### src/rtl/resilient_rx_endpoint_pkg.sv
// rtl/resilient_rx_endpoint_pkg.sv - shared types and constants for the resilient receive endpoint
// Purpose: FSM state encoding and the stored token layout used by resilient_rx_endpoint.
// Ports: none (package).
package resilient_pkg;

    localparam int RX_W = 8;

    typedef enum logic [1:0] {
        IDLE   = 2'd0,
        REPORT = 2'd1,
        RTZ    = 2'd2
    } state_e;

    // Flat encodings so the state register can stay a plain logic vector.
    localparam logic [1:0] ST_IDLE   = 2'(IDLE);
    localparam logic [1:0] ST_REPORT = 2'(REPORT);
    localparam logic [1:0] ST_RTZ    = 2'(RTZ);

    typedef struct packed {
        logic            err;
        logic [RX_W-1:0] data;
    } rx_token_t;

endpackage

### src/rtl/resilient_rx_endpoint_if.sv
// rtl/resilient_rx_endpoint_if.sv - token, error-report and consumer signals of the receive endpoint
// Purpose: bundles the 2-phase token channel, the dual-rail error channel and the FIFO output.
// Ports (master = upstream/consumer side, slave = endpoint):
//   rreq, rdata, rpar, reack, out_ready : master -> slave
//   rack, err1, err0, out_valid, out_data, out_err : slave -> master
interface resilient_rx_endpoint_if #(
    parameter int W = 8
);
    logic         rreq;
    logic [W-1:0] rdata;
    logic         rpar;
    logic         rack;
    logic         err1;
    logic         err0;
    logic         reack;
    logic         out_valid;
    logic [W-1:0] out_data;
    logic         out_err;
    logic         out_ready;

    modport master (
        output rreq, rdata, rpar, reack, out_ready,
        input  rack, err1, err0, out_valid, out_data, out_err
    );

    modport slave (
        input  rreq, rdata, rpar, reack, out_ready,
        output rack, err1, err0, out_valid, out_data, out_err
    );

endinterface

### src/rtl/resilient_rx_endpoint_sync_ff.sv
// rtl/resilient_rx_endpoint_sync_ff.sv - multi-stage flop synchroniser for asynchronous handshake inputs
// Purpose: brings rreq / reack into the clk domain through STAGES flops, reset to 0.
// Ports: clk, rst (sync, active-high), d (async in), q (synchronised out).
module sync_ff #(
    parameter int STAGES = 2
) (
    input  logic clk,
    input  logic rst,
    input  logic d,
    output logic q
);

    logic [STAGES-1:0] chain;

    always_ff @(posedge clk) begin
        if (rst) begin
            chain <= '0;
        end else begin
            chain <= {chain[STAGES-2:0], d};
        end
    end

    assign q = chain[STAGES-1];

endmodule

### src/rtl/resilient_rx_endpoint.sv
// rtl/resilient_rx_endpoint.sv - receiving end of the resilient bundled-data channel
// Purpose: accepts 2-phase rreq/rack tokens with bundled data + even parity, reports each
//   token's parity status on the dual-rail err1/err0 channel (4-phase, acked by reack), and
//   buffers tokens in a DEPTH-entry FIFO for the clocked consumer.
// Ports: clk, rst (sync, active-high), bus (resilient_rx_endpoint_if.slave):
//   rreq/rdata/rpar/rack token channel, err1/err0/reack error channel,
//   out_valid/out_data/out_err/out_ready consumer side.
module resilient_rx_endpoint
    import resilient_pkg::*;
#(
    parameter int W           = 8,
    parameter int DEPTH       = 4,
    parameter int SYNC_STAGES = 2,
    parameter bit DROP_ERR    = 1'b0
) (
    input  logic                   clk,
    input  logic                   rst,
    resilient_rx_endpoint_if.slave bus
);

    localparam int AW = $clog2(DEPTH);

    logic         rreq_s;
    logic         reack_s;
    logic [1:0]   state;
    logic         req_ref;
    logic [W-1:0] tok_data;
    logic         tok_err;
    logic         seen_low;
    logic         rack_q;

    logic [W:0]   mem [DEPTH];
    logic [AW:0]  wptr;
    logic [AW:0]  rptr;
    logic         fifo_full;
    logic         fifo_empty;
    logic         push_req;
    logic         do_push;
    logic         do_pop;
    logic         req_pend;
    logic [W:0]   head;

    sync_ff #(.STAGES(SYNC_STAGES)) u_rreq_sync (
        .clk (clk),
        .rst (rst),
        .d   (bus.rreq),
        .q   (rreq_s)
    );

    sync_ff #(.STAGES(SYNC_STAGES)) u_reack_sync (
        .clk (clk),
        .rst (rst),
        .d   (bus.reack),
        .q   (reack_s)
    );

    // A token is outstanding whenever the synchronised request phase differs from the
    // phase of the last token we captured.
    assign req_pend = rreq_s ^ req_ref;

    always_ff @(posedge clk) begin
        if (rst) begin
            state    <= ST_IDLE;
            req_ref  <= 1'b0;
            tok_data <= '0;
            tok_err  <= 1'b0;
            seen_low <= 1'b0;
            rack_q   <= 1'b0;
        end else begin
            case (state)
                ST_IDLE: begin
                    // Capture only when the FIFO can take the token; otherwise it waits
                    // un-acknowledged so upstream holds rdata stable.
                    if (req_pend && !fifo_full) begin
                        tok_data <= bus.rdata;
                        tok_err  <= ^{bus.rdata, bus.rpar};
                        req_ref  <= ~req_ref;
                        seen_low <= ~reack_s;
                        state    <= ST_REPORT;
                    end
                end
                ST_REPORT: begin
                    // A reack that is already high on entry is stale: require it to be
                    // seen low before a rising reack can release the rails.
                    if (!reack_s) begin
                        seen_low <= 1'b1;
                    end else if (seen_low) begin
                        state <= ST_RTZ;
                    end
                end
                ST_RTZ: begin
                    if (!reack_s) begin
                        rack_q <= ~rack_q;
                        state  <= ST_IDLE;
                    end
                end
                default: state <= ST_IDLE;
            endcase
        end
    end

    // Rails decode straight from registered state, so they cannot move while in REPORT.
    assign bus.err1 = (state == ST_REPORT) &&  tok_err;
    assign bus.err0 = (state == ST_REPORT) && !tok_err;
    assign bus.rack = rack_q;

    assign push_req   = (state == ST_RTZ) && !reack_s && !(DROP_ERR && tok_err);
    assign fifo_empty = (wptr == rptr);
    assign fifo_full  = (wptr[AW] != rptr[AW]) && (wptr[AW-1:0] == rptr[AW-1:0]);
    // Full is judged before this cycle's pop, so a simultaneous pop never frees room for a push.
    assign do_push    = push_req && !fifo_full;
    assign do_pop     = !fifo_empty && bus.out_ready;

    always_ff @(posedge clk) begin
        if (rst) begin
            wptr <= '0;
            rptr <= '0;
            for (int i = 0; i < DEPTH; i++) begin
                mem[i] <= '0;
            end
        end else begin
            if (do_push) begin
                mem[wptr[AW-1:0]] <= {tok_err, tok_data};
                wptr              <= wptr + (AW+1)'(1);
            end
            if (do_pop) begin
                rptr <= rptr + (AW+1)'(1);
            end
        end
    end

    assign head          = mem[rptr[AW-1:0]];
    assign bus.out_valid = !fifo_empty;
    assign bus.out_err   = head[W];
    assign bus.out_data  = head[W-1:0];

endmodule

### src/flat_wrapper.sv
// flat-port wrapper written by rule: the top's interface ports become plain ports
module resilient_rx_endpoint_flat import resilient_pkg::*;
#(
    parameter int W           = 8,
    parameter int DEPTH       = 4,
    parameter int SYNC_STAGES = 2,
    parameter bit DROP_ERR    = 1'b0
)
  (clk, rst, bus_rreq, bus_rdata, bus_rpar, bus_reack, bus_out_ready, bus_rack, bus_err1, bus_err0, bus_out_valid, bus_out_data, bus_out_err);
  resilient_rx_endpoint_if #(.W(W)) bus_i ();
  input  logic clk;
  input  logic rst;
  input wire logic [$bits(bus_i.rreq)-1:0] bus_rreq;
  input wire logic [$bits(bus_i.rdata)-1:0] bus_rdata;
  input wire logic [$bits(bus_i.rpar)-1:0] bus_rpar;
  input wire logic [$bits(bus_i.reack)-1:0] bus_reack;
  input wire logic [$bits(bus_i.out_ready)-1:0] bus_out_ready;
  output wire logic [$bits(bus_i.rack)-1:0] bus_rack;
  output wire logic [$bits(bus_i.err1)-1:0] bus_err1;
  output wire logic [$bits(bus_i.err0)-1:0] bus_err0;
  output wire logic [$bits(bus_i.out_valid)-1:0] bus_out_valid;
  output wire logic [$bits(bus_i.out_data)-1:0] bus_out_data;
  output wire logic [$bits(bus_i.out_err)-1:0] bus_out_err;
  assign bus_i.rreq = bus_rreq;
  assign bus_i.rdata = bus_rdata;
  assign bus_i.rpar = bus_rpar;
  assign bus_i.reack = bus_reack;
  assign bus_i.out_ready = bus_out_ready;
  assign bus_rack = bus_i.rack;
  assign bus_err1 = bus_i.err1;
  assign bus_err0 = bus_i.err0;
  assign bus_out_valid = bus_i.out_valid;
  assign bus_out_data = bus_i.out_data;
  assign bus_out_err = bus_i.out_err;
  resilient_rx_endpoint #(.W(W), .DEPTH(DEPTH), .SYNC_STAGES(SYNC_STAGES), .DROP_ERR(DROP_ERR)) u_core (.clk(clk), .rst(rst), .bus(bus_i));
endmodule
### config.mk
export PLATFORM = sky130hd
export DESIGN_NAME = resilient_rx_endpoint_flat
export DESIGN_NICKNAME = d
export VERILOG_FILES = /design/src/rtl/resilient_rx_endpoint_pkg.sv /design/src/rtl/resilient_rx_endpoint_if.sv /design/src/rtl/resilient_rx_endpoint_sync_ff.sv /design/src/rtl/resilient_rx_endpoint.sv /design/src/flat_wrapper.sv
export SDC_FILE = /design/constraint.sdc
export NUM_CORES = 1
export LEC_CHECK = 0
export BUFFER_PORTS_ARGS = -buffer_cell sky130_fd_sc_hd__buf_4
export CORE_ASPECT_RATIO = 0.6
export CORE_MARGIN = 2
export CORE_UTILIZATION = 55
export CTS_CLUSTER_DIAMETER = 40
export DETAILED_ROUTE_END_ITERATION = 8
export HOLD_SLACK_MARGIN = 0.12
export PLACE_DENSITY_LB_ADDON = 0.3
export RECOVER_POWER = 25
export SLEW_MARGIN = 20
export SYNTH_ARGS = -nofsm -noshare
export SYNTH_HDL_FRONTEND = slang
export SYNTH_SLANG_ARGS = --single-unit
### constraint.sdc
create_clock -name clk -period 2.69 [get_ports clk]
set_input_delay 0.269 -clock clk [delete_from_list [all_inputs] [get_ports clk]]
set_output_delay 0.269 -clock clk [all_outputs]
set_load 0.005 [all_outputs]
* Word-level counts from Yosys, hierarchy flattened *
Memories as Yosys holds them, arrays and structs flattened. A register that Yosys moved wholly into a read port is not among the register bits.
Index checks and enable logic that the tools add are counted.

storage, ports and cells
  bits in writable memories = 36
  memories = 1
  register bits after elaboration = 24
  logic and storage cells = 64
  output and inout bits = 13

memories
  name        words  bits a word  read ports  clocked after memory_dff  write ports  RTL line                     text
  u_core.mem  4      9            1           1                         4            resilient_rx_endpoint.sv:32  logic [W:0] mem [DEPTH];

cells by class
  bitwise logic cells = 4
  reduce and logical (&&, ||, !) cells = 19
  add/sub/neg operators = 2
  mux-type cells = 18
  eq/ne operators = 10

operators with widths
  cell                                            count
  2-to-1 mux 2 bit                                7
  2-to-1 mux 9 bit                                1
  OR reduction 9 bit                              1
  parity 9 bit                                    1
  2-to-1 mux 1 bit                                8
  logical AND 1 bit                               7
  adder 3 x 1 -> 3 bit (second input constant)    2
  != test 2 bit (second input constant)           3
  case mux 2 bit (3 select lines)                 1
  zero test 1 bit                                 4
  != test 2 x 1 -> 1 bit (second input constant)  2
  AND reduction 2 bit                             2
  AND reduction 4 bit                             1
  == test 3 bit                                   1
  NOT 1 bit                                       3
  AND reduction 3 bit                             1
  == test 2 x 1 -> 1 bit (second input constant)  1
  == test 2 bit                                   1
  == test 2 bit (second input constant)           1
  zero test 2 bit                                 1
  case mux 1 bit (2 select lines)                 1
  nonzero test 2 bit                              1
  != test 1 bit                                   1
  bitwise XOR 1 bit                               1

* Depth between registers and ports, before layout *
Gate-level depths: netlist of the first run.

  word-level depth = 9
  mapped depth = 6
  mapped depth without buffers = 4

* Cells and area by module *
Synthesis of the first run repeated with hierarchy kept, for this count alone.

second synthesis, totals
  cell total of the unflattened synthesis = 202
  area total of the unflattened synthesis = 2,727.6 µm²

by module, submodules not included
  module                 cells each  area each (µm²)  seq. area each (µm²)  times used
  resilient_rx_endpoint  194         2,622.5          1,521.5               1
  sync_ff                4           52.6             40.0                  2

* Worst setup path after synthesis of the first run *
Ideal clock, no wire load.

  path kind = reg2reg
  start point = register u_core.wptr[1]
  end point = memory u_core.mem[0][0] in the netlist's numbering, enable pin
  library setup time = 387 ps
  path buffers = 1
  cell stages (with the launch flop) = 5
  clock period less this slack = 2,157 ps
  data arrival time = 1,770 ps
  setup slack = 533 ps
  cells stage by stage = dfxtp_1 buf_4 xor2_2 o311ai_2 o21ai_0

RTL lines
  what                    RTL line                      text
  start, declared         resilient_rx_endpoint.sv:33   logic [AW:0] wptr;
  start signal, assigned  resilient_rx_endpoint.sv:124  wptr <= wptr + (AW+1)'(1);
  end, declared           resilient_rx_endpoint.sv:32

==> out/summary.txt, run 1 <==
critical path class: input port to flop
async set-reset flop share out of synthesis: 0%
DRT iter0 DRCs: 161
maximum buffer depth of the clock tree: 2
f_max: 0.449 GHz
most frequent cells in the layout: 36 x edfxtp_1, 28 x buf_4, 26 x dfxtp_1
global-route wire length before repair: 8400 um
Syn Nets: 223
crit-path max FO: 28
slew margin rel.: 14.1%
Syn Area/Cell: 13.1 um^2
commonest non-fill, non-tap cell in the layout: edfxtp_1
Syn Inst Count: 207
Final Hold Viols: 0
initial cell density of the core: 58.4%
vias per cell: 5.54
hold crit path type: input port to flop
sequential area share after synthesis: 58.9%
Setup Buffers After CTS: 0
peak-usage layer in the global routing report: met2
Buffers on Ports: 26
Clock transition at path regs: 0.07 ns
Worst EP required: 2.74 ns
die width: 94.8 um
final wirelength: 5070 um
met1 Track Usage GR: 30.5%
Core Region: 0.00466 mm^2
Worst-Margin Slew: 1.29 ns
CP Capture Type: flop
maximum number of pins on one net before global-route repair: 29
Placer Congestion: 0.823
FF/Latch Area: 0.00160 mm^2
vias in the first global route: 1,605
die height: 58.5 um
post-route clock period utilization: 82.8%
Ant. Diodes: 0
TritonCTS clock tree: done
Overall Global Routing Usage: 21.5%
initial antenna violation count: 0
synth warn: 0
post-synthesis instance area: 0.00272 mm^2
post_cts resized: 0
count of cell types in the netlist: 33
htree depth: 3
Detail Placement HPWL: 3550 um
TritonCTS Buffers: 9
final antenna-violating net count: 0
WP data arrival: 2.28 ns
prevailing post-synth register cell: edfxtp_1
Slew Viols, Final: 0
GRT met2 Usage: 30.5%
DRC Markers: 0
Multi-input gate area: 0.00106 mm^2
GRT overflow: 0
via count: 1,711
# fillers: 360
Final Skew: 0.00566 ns
Pleak: 1.28 nW
layout net count: 257
met3 usage: 8.32%
CTS Hold Buffers Added: 0
worst-skew pair later-pin latency: 0.34 ns
max-cap check violation count: 0
layout cell share with drive strength beyond 1: 24.0%
outcome: finished clean
RSZ-0062 raised after global routing: false
maximum vdd ir drop: 0.518 mV
Pwr Density: 687 mW/mm^2
Core Util, Final: 67.9%
dominant cell type by area after synthesis: edfxtp_1
Yosys top cell area share: 39.7%
area growth from synthesis to layout: 16.2%
Seq cells post-synth: 62
fin crit period: 2.23 ns
Final setup violation count: 0
TritonRoute pass-1 iters: 4
setup_tns: 0 ns
number of synthesized flops with an enable pin: 36
top post-synthesis cells by area: edfxtp_1 40%, dfxtp_1 19%, mux4_2 7.4%, and2_1 5.7%, mux2i_1 3.3%
Site Rows: 19
DIE AREA: 0.00554 mm^2
io pins: 27
clock sinks: 62
clock root buffer: clkbuf_8
kind of start point of the critical path: input port
drt wl/cell: 16.4 um
## per-layer routing
metal | vias to the layer above | part of all wire, %
met3 | 9 | 8.8
met4 | 0 | 1.3
met1 | 816 | 47
li1 | 819 | -
met2 | 67 | 43
met5 | - | 0
## report_power, final
group / switching, mW / internal [mW] / total, mW
clock network: 0.343 / 0.389 / 0.731
registers: 0.0699 / 1.08 / 1.15
logic: 0.147 / 0.150 / 0.297
## critical path: stages
cell and delay (ns):
clkbuf_1 0.92, inv_1 0.57, o21ai_0 0.29, buf_4 0.21
## cell usage after synthesis, types with 2 or more instances
library cell	n
o21ai_0	6
mux4_2	9
xnor2_1	7
and2_1	25
mux2i_1	9
xor2_2	2
nor2_1	17
buf_4	2
xor2_1	5
nor3_1	3
o311ai_1	2
clkbuf_1	5
and3_1	9
a21oi_1	5
dfxtp_1	26
inv_1	5
nand2_1	10
nor3_2	3
ha_1	2
o31ai_1	2
nor2b_1	5
or3_1	2
edfxtp_1	36
## metrics by stage
step,cell area (um^2),std cells,total power [mW],setup WS [ns],hold WS (ns)
floorplan,2720,207,1.37,0.533,0.397
global placement,3000,293,1.45,0.716,0.420
detailed placement,3000,293,1.46,0.632,0.430
CTS,3170,309,2.19,0.576,0.129
global route,3160,309,2.27,0.251,0.139
finish,3160,309,2.17,0.463,0.143
## final timing paths
kind,from,to,slack (ns),cells past startpoint
worst max-delay path,rst,u_core.mem[3][7],0.46,4
worst min-delay path,bus_reack,u_core.u_reack_sync.chain[0],0.14,2
worst min register to register,u_core.u_reack_sync.chain[0],u_core.u_reack_sync.chain[1],0.44,1
worst max register to register,u_core.state[1],u_core.mem[0][4],0.46,4
## cells by family after synthesis
kind of cell | after synthesis | synth area share, %
AOI/OAI and AO/OA | 20 | 5.70
xor gates and xnor gates | 15 | 5.88
adders and majority gates | 2 | 0.919
buffers and inverters | 13 | 2.07
DFF | 62 | 58.9
muxes | 18 | 10.8
and+or+nand+nor | 77 | 15.8
## layout make-up
class	instances	area share [%]
sequential	62	50.6
multi-input combinational	132	33.5
timing repair buffer	31	7.24
clock buffer	13	5.06
tap	63	2.49
inverter	5	0.593
clock inverter	3	0.514
## registers in the layout, indices dropped and copies added (netlist names), named ones only
signal	cells
u_core.u_rreq_sync.chain	2
u_core.tok_data	8
u_core.bus.rack	1
u_core.tok_err	1
u_core.wptr	3
u_core.state	2
u_core.req_ref	1
u_core.u_reack_sync.chain	2
u_core.seen_low	1
u_core.mem	36
u_core.rptr	3
Note: power is estimated with default switching activity, not from simulation.
==> run 2: changes to the inputs <==
clock period = 2.1 ns   (was 2.69 ns; I/O delays follow)
==> out/summary.txt, run 2 (synthesis results as in run 1) <==
outcome: finished clean
maximum vdd ir drop: 0.509 mV
Overall Global Routing Usage: 21.8%
drt wl/cell: 16.4 um
most frequent cells in the layout: 36 x edfxtp_1, 32 x buf_4, 26 x dfxtp_1
htree depth: 3
initial antenna violation count: 0
Buffers on Ports: 26
io pins: 27
area growth from synthesis to layout: 19.4%
final antenna-violating net count: 0
maximum number of pins on one net before global-route repair: 29
CP peak stage delay: 0.44 ns
Final Hold Viols: 0
die height: 58.5 um
Final setup violation count: 0
vias in the first global route: 1,699
Worst-Margin Slew: 0.792 ns
switch share: 25.0%
Detail Placement HPWL: 3560 um
layout cell share with drive strength beyond 1: 26.1%
critical path class: flop to flop
Ant. Diodes: 0
f_max: 0.522 GHz
power share of the combinational group: 13.7%
critical path cell sequence: xor2_2, o311ai_2, buf_4, nor3_2, and2_1
Clock transition at path regs: 0.06 ns
Min Hold Slack: 0.131 ns
TritonCTS clock tree: done
TritonRoute pass-1 iters: 4
RSZ-0062 raised after global routing: false
clock network power share: 34.2%
initial cell density of the core: 58.4%
Final Skew: 0.00590 ns
kind of start point of the critical path: flop
CP Capture Type: flop
Pleak: 1.33 nW
TritonCTS Buffers: 9
crit-path max FO: 8
max reg flops: 36
Flop pwr share: 52.1%
clock root buffer: clkbuf_8
Worst EP required: 2.30 ns
DRC Markers: 0
Placer Congestion: 0.823
setup_tns: 0 ns
PnR worst setup slack: 0.184 ns
worst-skew pair later-pin latency: 0.33 ns
post-route clock period utilization: 91.2%
Setup Buffers After CTS: 0
Largest regs: u_core.mem x36, u_core.tok_data x8
Worst path slowest cell: dfxtp_1
WP data arrival: 2.11 ns
vias per cell: 5.46
die width: 94.8 um
final wirelength: 5180 um
via count: 1,725
Most flops, register: u_core.mem
Int Pwr: 2.11 mW
slew margin rel.: 47.1%
maximum buffer depth of the clock tree: 2
clock sinks: 62
max-cap check violation count: 0
hold crit path type: input port to flop
Site Rows: 19
Pwr Density: 867 mW/mm^2
GRT overflow: 0
layout net count: 264
pre-CTS setup slack: 0.159 ns
net load switching power: 0.704 mW
fin crit period: 1.92 ns
global-route wire length before repair: 8520 um
DRT iter0 DRCs: 142
Core Region: 0.00466 mm^2
Slew Viols, Final: 0
commonest non-fill, non-tap cell in the layout: edfxtp_1
DIE AREA: 0.00554 mm^2
run 2: changes by cell type in the layout (fill, tap and decap cells not counted), moves of 2 or more:
| cell | before | now |
|---|---|---|
| dlygate4sd3_1 | 0 | 2 |
| buf_4 | 28 | 32 |
| clkbuf_4 | 2 | 4 |
| clkbuf_1 | 4 | 2 |
| clkinv_1 | 0 | 2 |
run 2: final timing paths:
kind,start,endpoint,slack [ns],cells after the start
max,u_core.wptr[0],u_core.mem[0][4],0.18,5
min,bus_rdata[5],u_core.tok_data[5],0.13,3
max reg2reg,u_core.wptr[0],u_core.mem[0][4],0.18,5
min reg2reg,u_core.u_reack_sync.chain[0],u_core.u_reack_sync.chain[1],0.44,1
run 2: what timing repair did:
item | in CTS | in global routing
setup endpoints to repair | 0 | 8
hold buffers | 2 | 0
hold endpoints to repair | 2 | 0
gates resized for setup | 0 | 2
run 2: power by group through the flow:
stage	clock network [mW]	registers [mW]	logic, mW
floorplan	0	1.45	0.298
global placement	0	1.49	0.378
detailed placement	0	1.49	0.383
CTS	0.975	1.47	0.390
global route	1.03	1.48	0.429
finish	0.964	1.47	0.386
run 2: final cells by class:
cell class                      count  area [um^2]
Tap cell                           63         78.8
Clock inverter                      5         50.0
Clock buffer                       11          131
Sequential cell                    62         1600
Inverter                            5         18.8
Fill cell                         359         1410
Timing Repair Buffer               38          290
Multi-Input combinational cell    132         1080
run 2: routing by layer:
metal | vias to the layer above | GRT usage (%) | part of all wire [%]
met5 | - | 0 | 0
met4 | 0 | 9.32 | 1.8
met2 | 53 | 30.7 | 42
met1 | 833 | 31.6 | 51
met3 | 9 | 6.53 | 4.8
li1 | 830 | - | -
run 2: critical path, delay by kind of cell, from the launching register on:
kind,cells,cell delay [ns]
XOR/XNOR,1,0.40
AND/OR/NAND/NOR,2,0.64
flip-flops,1,0.44
buffers and inverters,1,0.18
AO/OA/AOI/OAI,1,0.12
run 2: per-stage QoR:
stage / std cells / util (%) / area (um^2) / total power [mW]
4_1_cts: 316 / 69.4 / 3230 / 2.83
5_1_grt: 316 / 69.7 / 3250 / 2.94
2_1_floorplan: 207 / - / 2720 / 1.75
3_5_place_dp: 298 / 65.1 / 3030 / 1.87
6_report: 316 / 69.7 / 3250 / 2.82
3_3_place_gp: 298 / 65.1 / 3030 / 1.86
==> run 3: changes to the inputs <==
clock period = 2.18 ns   (was 2.1 ns; I/O delays follow)
==> out/summary.txt, run 3 (synthesis results as in run 1) <==
htree depth: 3
die width: 94.8 um
hold crit path type: input port to flop
maximum vdd ir drop: 0.621 mV
vias in the first global route: 1,556
initial antenna violation count: 0
maximum buffer depth of the clock tree: 2
TritonCTS Buffers: 9
post_cts resized: 0
Top Layer Used: met4
drt wl/cell: 15.6 um
Ant. Diodes: 0
Detail Placement HPWL: 3360 um
Overall Global Routing Usage: 20.3%
Worst path slowest cell: dfxtp_1
setup_tns: 0 ns
Buffers on Ports: 26
pre-CTS setup slack: 0.262 ns
Multi-input gate area: 0.00106 mm^2
kind of start point of the critical path: flop
# fillers: 336
fin crit period: 1.98 ns
CP peak stage delay: 0.54 ns
max reg flops: 36
FF/Latch Area: 0.00160 mm^2
io pins: 27
Clock transition at path regs: 0.06 ns
outcome: finished clean
clock sinks: 62
most frequent cell on the critical path: buf_4
layout net count: 262
Worst-Margin Slew: 0.834 ns
vias per cell: 5.38
Placer Congestion: 0.793
area growth from synthesis to layout: 19.1%
die height: 58.5 um
worst-skew pair later-pin latency: 0.33 ns
via count: 1,688
Core Util, Final: 69.6%
global-route wire length before repair: 8000 um
crit-path max FO: 5
most frequent cells in the layout: 36 x edfxtp_1, 30 x buf_4, 26 x dfxtp_1
met1 WL: 2450 um
Layout Cells excl Fill: 314
Worst EP required: 1.96 ns
metal3 WL: 333 um
Most flops, register: u_core.mem
max-cap check violation count: 0
layout cell share with drive strength beyond 1: 25.1%
CP Capture Type: output pin
Pwr Density: 870 mW/mm^2
final wirelength: 4890 um
Placed Instances: 296
Tot Pwr: 2.82 mW
slew margin rel.: 44.3%
post-route clock period utilization: 90.8%
Final Skew: 0.00386 ns
Core Region: 0.00466 mm^2
DRC Markers: 0
critical path cell sequence: buf_4, mux4_2, buf_4
f_max: 0.505 GHz
DIE AREA: 0.00554 mm^2
final antenna-violating net count: 0
critical path class: flop to output pin
Final Hold Viols: 0
DR WL met2: 2010 um
TritonRoute pass-1 iters: 6
commonest non-fill, non-tap cell in the layout: edfxtp_1
Pleak: 1.32 nW
maximum number of pins on one net before global-route repair: 29
PnR worst setup slack: 0.201 ns
TritonCTS clock tree: done
WP data arrival: 1.76 ns
initial cell density of the core: 58.4%
GRT overflow: 0
buffer and inverter count on the worst path: 2
DRT iter0 DRCs: 131
clock root buffer: clkbuf_8
Final setup violation count: 0
RSZ-0062 raised after global routing: false
Site Rows: 19
crit-path leading delay family: flip-flops
Setup Buffers After CTS: 0
Slew Viols, Final: 0
Largest regs: u_core.mem x36, u_core.tok_data x8
run 3: area by class of cell:
type / instances / share of cell area, %
clock buffers: 10 / 3.94
clock inverters: 6 / 2.35
inverters: 5 / 0.579
multi-input cells: 132 / 32.8
flip-flops and latches: 62 / 49.4
well taps: 63 / 2.43
repair buffers: 36 / 8.49
run 3: worst paths after layout:
check / start / endpoint / slack (ns) / depth (start not counted)
worst max-delay path: flop / bus_out_data[2] / 0.20 / 3
worst min-delay path: bus_rdata[5] / u_core.tok_data[5] / 0.14 / 3
worst min register to register: u_core.u_rreq_sync.chain[0] / u_core.u_rreq_sync.chain[1] / 0.45 / 1
worst max register to register: u_core.rptr[2] / u_core.mem[1][8] / 0.24 / 4
run 3: per-layer routing:
layer	vias to the layer above	global-route usage [%]
met3	15	6.91
met1	791	29.3
met4	0	9.73
met2	58	27.8
met5	-	0
li1	824	-
run 3: repair_timing:
| action | CTS | global route |
|---|---|---|
| setup endpoints to repair | 0 | 0 |
| hold endpoints to repair | 2 | 0 |
| hold buffers | 2 | 0 |
run 3: power breakdown:
| part | switching [mW] | internal (mW) | leakage, nW |
|---|---|---|---|
| Clock | 0.407 | 0.630 | 0.103 |
| Sequential | 0.0860 | 1.33 | 0.583 |
| Combinational | 0.181 | 0.189 | 0.637 |
run 3: worst min-delay path: stages:
cell and delay (ns):
buf_4 0.09, mux2i_1 0.05, nor2_1 0.07
run 3: per-stage QoR:
stage	area (um^2)	hold WS [ns]
after global placement	3020	0.419
after global routing	3240	0.125
after floorplan	2720	0.346
after detailed placement	3020	0.433
final	3240	0.137
after CTS	3240	0.126
